### src/rtl/alu_pkg.sv
// Shared definitions for the execute-stage ALU: opcode encoding and the
// values the registered outputs take while the block is held in reset.
package alu_pkg;

  typedef enum logic [4:0] {
    ALU_AND = 5'd0,
    ALU_OR  = 5'd1,
    ALU_ADD = 5'd2,
    ALU_INC = 5'd3,
    ALU_DEC = 5'd4,
    ALU_NOT = 5'd5,
    ALU_SUB = 5'd6,
    ALU_XOR = 5'd7,
    ALU_SHL = 5'd8,
    ALU_SHR = 5'd9
  } alu_op_e;

  // Reset state of the flags; the result register always resets to zero,
  // which is why the zero flag resets high.
  localparam logic RST_C = 1'b0;
  localparam logic RST_Z = 1'b1;

endpackage

### src/rtl/alu_comb.sv
// Combinational core of the ALU: computes result, carry/borrow/shift-out
// flag and zero flag for the selected operation. No state.
module alu_comb
  import alu_pkg::*;
#(
  parameter int ANCHO = 4
) (
  input  logic [ANCHO-1:0] a,
  input  logic [ANCHO-1:0] b,
  input  logic [4:0]       op,
  input  logic             f,
  output logic [ANCHO-1:0] r,
  output logic             c,
  output logic             z
);

  localparam logic [ANCHO-1:0] WIDTH_VAL = ANCHO'(ANCHO);
  localparam logic [ANCHO-1:0] ONES      = '1;

  logic [ANCHO-1:0] x;
  logic [ANCHO:0]   shl_ext;
  logic [ANCHO:0]   shr_ext;
  logic [ANCHO-1:0] fill_lo;
  logic [ANCHO-1:0] fill_hi;

  // Single-operand ops work on A or B depending on the flag input.
  assign x = f ? b : a;

  // Shifting A with one extra guard bit leaves the last bit shifted out in
  // that guard position, valid for shift amounts 1..ANCHO.
  assign shl_ext = {1'b0, a} << b;
  assign shr_ext = {a, 1'b0} >> b;

  // Masks of the vacated positions, filled when the fill bit is set.
  assign fill_lo = f ? ~(ONES << b) : '0;
  assign fill_hi = f ? ~(ONES >> b) : '0;

  // Operation decode; undefined opcodes fall through to a zero result.
  always_comb begin
    // NOTE: every output gets a default before the case so no path can
    // leave it unassigned and infer a latch.
    r = '0;
    c = 1'b0;
    case (alu_op_e'(op))
      ALU_AND: r = a & b;
      ALU_OR:  r = a | b;
      ALU_ADD: {c, r} = {1'b0, a} + {1'b0, b} + {{ANCHO{1'b0}}, f};
      ALU_INC: {c, r} = {1'b0, x} + {{ANCHO{1'b0}}, 1'b1};
      // Top bit of the widened difference is the borrow.
      ALU_DEC: {c, r} = {1'b0, x} - {{ANCHO{1'b0}}, 1'b1};
      ALU_NOT: r = ~x;
      ALU_SUB: {c, r} = {1'b0, a} - {1'b0, b} - {{ANCHO{1'b0}}, f};
      ALU_XOR: r = a ^ b;
      ALU_SHL: begin
        if (b == '0) begin
          r = a;
        end else if (b > WIDTH_VAL) begin
          r = {ANCHO{f}};
          c = f;
        end else begin
          r = shl_ext[ANCHO-1:0] | fill_lo;
          c = shl_ext[ANCHO];
        end
      end
      ALU_SHR: begin
        if (b == '0) begin
          r = a;
        end else if (b > WIDTH_VAL) begin
          r = {ANCHO{f}};
          c = f;
        end else begin
          r = shr_ext[ANCHO:1] | fill_hi;
          c = shr_ext[0];
        end
      end
      default: begin
        r = '0;
        c = 1'b0;
      end
    endcase
    z = (r == '0);
  end

endmodule

### src/rtl/alu_reg.sv
// Execute-stage ALU with registered outputs: the combinational core result
// is captured every rising edge; reset clears the outputs asynchronously.
module alu_reg
  import alu_pkg::*;
#(
  parameter int ANCHO = 4
) (
  input  logic             clk,
  input  logic             rst,
  input  logic [ANCHO-1:0] ALUA,
  input  logic [ANCHO-1:0] ALUB,
  input  logic [4:0]       ALUControl,
  input  logic             ALUFlagIn,
  output logic [ANCHO-1:0] ALUResult,
  output logic             C,
  output logic             Z
);

  logic [ANCHO-1:0] r_next;
  logic             c_next;
  logic             z_next;

  alu_comb #(.ANCHO(ANCHO)) u_alu_comb (
    .a  (ALUA),
    .b  (ALUB),
    .op (ALUControl),
    .f  (ALUFlagIn),
    .r  (r_next),
    .c  (c_next),
    .z  (z_next)
  );

  // Output register stage, updated every cycle with no handshake.
  always_ff @(posedge clk or posedge rst) begin
    // NOTE: non-blocking assignments so all three outputs take the values
    // computed before this edge, independent of statement order.
    if (rst) begin
      ALUResult <= '0;
      C         <= RST_C;
      Z         <= RST_Z;
    end else begin
      ALUResult <= r_next;
      C         <= c_next;
      Z         <= z_next;
    end
  end

endmodule

### config.mk
export PLATFORM = sky130hd
export DESIGN_NAME = alu_reg
export DESIGN_NICKNAME = d
export VERILOG_FILES = /design/src/rtl/alu_pkg.sv /design/src/rtl/alu_comb.sv /design/src/rtl/alu_reg.sv
export SDC_FILE = /design/constraint.sdc
export NUM_CORES = 1
export LEC_CHECK = 0
export BUFFER_PORTS_ARGS = -buffer_cell sky130_fd_sc_hd__buf_2
export CORE_ASPECT_RATIO = 0.6
export CORE_MARGIN = 5
export CORE_UTILIZATION = 40
export CTS_BUF_LIST = sky130_fd_sc_hd__clkbuf_2
export CTS_CLUSTER_DIAMETER = 30
export DETAILED_ROUTE_END_ITERATION = 16
export MAX_ROUTING_LAYER = met4
export SETUP_SLACK_MARGIN = 0.2
export SYNTH_ARGS = -nofsm -noshare
export SYNTH_HDL_FRONTEND = slang
export SYNTH_SLANG_ARGS = --single-unit
### constraint.sdc
create_clock -name clk -period 0.8 [get_ports clk]
set_input_delay 0.12 -clock clk [delete_from_list [all_inputs] [get_ports clk]]
set_output_delay 0.12 -clock clk [all_outputs]
set_load 0.03 [all_outputs]
==> metrics.txt <==
die height roughly 59 microns; Yosys top cell area share between 10 and 15%; diode count 0; power per cell area 844 mW/mm^2; global route overflow 0; TritonCTS Sinks 6; sequential share of power roughly 17%; post-synthesis sequential area ratio a little under a tenth; HPWL after detailed placement around 4700 microns; cell area after synthesis ~0.0016 sq mm; initial core utilization between 40% and 50%; Final Setup Violations 12; largest family of logic cells by synthesized area compound AO/OA/AOI/OAI gates; status finished, violations left; Core Footprint 0.00374 sq mm; Post-synth EDFFs 0; clock slew at reported path FFs approximately 0.070 ns; Final Wtd Congestion 1.01; antenna-violating nets left 0; Comb pwr share 71.4%; fin. max-slew vios 0; synth top area cells ha_1 (14%), dfrtp_1 (7.9%), fa_1 (5.0%); GRT Total Usage roughly 22%; H-tree levels 1; CP arrival 1.89 ns; vias per inst 5.69; first-pass GRT wire length approximately 9000 microns; final net count roughly 330; switching power total approximately 920 uW; 1st-iter DRT viols 157; most frequent cells in the layout buf_4 (69), nand2_1 (16), ha_1 (15); RSZ-0062 raised after global routing true; WL final ~5900 microns; clock root cell clkbuf_2; Num CTS Buffers 3; worst relative slew slack between 70% and 80%; initial antenna violation count 0; Worst-Margin Slew around 0.4 ns; Avg Inst Size Synth approximately 8 sq um; Worst EP required 0.89 ns; clock tree buffer depth 2; port bufs 21; Mapped Cells between 150 and 200; CTS tree yes; vias in the first global route roughly 1,700; Ys Warns 0; Peak supply drop around 1.1 mV; hold crit path type input port to asynchronous set/reset pin; Sw Ratio a little over two fifths; vias about 1,900; Critical Path Fanout Max 3; average wire per standard cell ~18 microns; Leak 0.00114 uW; Final Util 68.1%; commonest non-fill, non-tap cell in the layout buf_4; failing checks negative hold slack, negative setup slack; largest area contributor in the netlist ha_1; area delta synth->final 60.0%; Synth Area in Simple Gates 21.6%; critical path startpoint category input port; mux share of post-synthesis cell area between 7 and 8%; clock share of power around an eighth; Top Ports 22; Synth Flop Type dfrtp_1; share of layout cells above drive strength 1 50.9%; Final Hold Fails 5; Yosys reg bits 6; post-synthesis net count about 240; Tmin final roughly 1.8 ns; # DRC 0; setup TNS -5.91 ns; Placement Setup Slack -1.44 ns; fmax around 0.56 GHz; MaxCap Viol Count 0; kind of critical path input port to register; Final period util 225%; Critical Path End Type register; final worst-path setup slack -0.997 ns; Hold WS -0.199 ns; asr flop ratio synth 100%; post-synthesis cell type count 55; die footprint around 0.0054 sq mm; largest net degree at the start of global routing 21; first-pass detailed-route iteration total 4; internal power between 1000 and 1500 uW; Adder-Cell Fraction of Synth Area 19.2%; die width around 90 microns; Synth Area in Compound Gates between 20% and 30%; xor-xnor portion of the synthesized cell area 4.95%; site row count 17
registers in the layout, indices dropped and copies added, names as in the netlist:
name / count
Z: 1
C: 1
ALUResult: 4
routing by layer:
metal	track usage [%]	vias to the layer above	wire length [microns]
li1	-	913	-
met1	32.8	917	2790
met2	33.1	71	2700
met3	1.02	0	454
met4	1.67	0	0
met5	-	-	0
repair_timing:
action                                  4_1_cts  5_1_grt
endpoints found under the hold margin         5        5
setup buffers                                 6        2
endpoints found under the setup margin       12       12
pin swaps                                    22       11
resized for setup                            54        7
per-stage QoR:
step	area, sq um	power (uW)	std cells
2_1_floorplan	1660	1090	199
3_3_place_gp	2210	1600	322
3_5_place_dp	2210	1620	322
4_1_cts	2510	2100	332
5_1_grt	2550	2270	334
6_report	2550	2150	334
worst max-delay path, cell delays in order:
cell and delay (ns):
buf_8 0.10, buf_4 0.13, fa_2 0.36, inv_2 0.07, fa_2 0.22, buf_6 0.10
buf_4 0.09, nand2b_1 0.07, a21oi_2 0.15, xor2_1 0.11, a22oi_2 0.25, o2111ai_2 0.12
power by group through the flow:
stage	Clock, uW	Sequential (uW)	Combinational, uW
2_1_floorplan	0	430	661
3_3_place_gp	0	358	1240
3_5_place_dp	0	358	1260
4_1_cts	260	361	1480
5_1_grt	277	363	1630
6_report	254	360	1540
worst paths after layout:
path,end,slack [ns],startpoint,depth (start not counted)
worst max-delay path,C$_DFF_PP0_,-1.0,ALUA[0],12
worst min-delay path,ALUResult[2]$_DFF_PP0_,-0.20,rst,2
max in group asynchronous,Z$_DFF_PP1_,0.74,rst,2
min in group clk,Z$_DFF_PP1_,0.41,ALUControl[2],5
cells in the mapped netlist, types with 2 or more instances:
cell type / n
nor4_1: 4
nand3_1: 5
inv_1: 17
fa_1: 4
a211oi_1: 2
o21ai_0: 11
nand2b_1: 2
nor3b_1: 3
buf_2: 2
xnor2_1: 4
mux2i_1: 6
nand2_1: 17
dfrtp_1: 5
nor2_1: 10
or3_1: 2
xor2_1: 5
nor3_1: 9
buf_6: 7
a22oi_1: 2
a22oi_2: 2
a21oi_1: 11
a31oi_1: 6
o22ai_1: 4
o211a_1: 2
o211ai_1: 2
mux2i_2: 2
o21a_1: 2
o32ai_1: 4
ha_1: 18
nor2b_1: 4
area by class of cell:
type / count / area, sq um
inverter: 18 / 87.6
sequential: 6 / 151
tap: 47 / 58.8
clock buffer: 4 / 20.0
multi-input combinational: 163 / 1450
fill: 291 / 1190
timing repair buffer: 96 / 786
cells by family (layout without fill, tap and decap cells):
family,Yosys count,count (layout)
AND/OR/NAND/NOR,64,64
AO/OA/AOI/OAI,58,58
buffers and inverters,30,118
adder cells (fa/ha/maj),22,22
multiplexers,10,10
XOR/XNOR,9,9
flip-flops,6,6
Power figures use the tool's default switching activity.
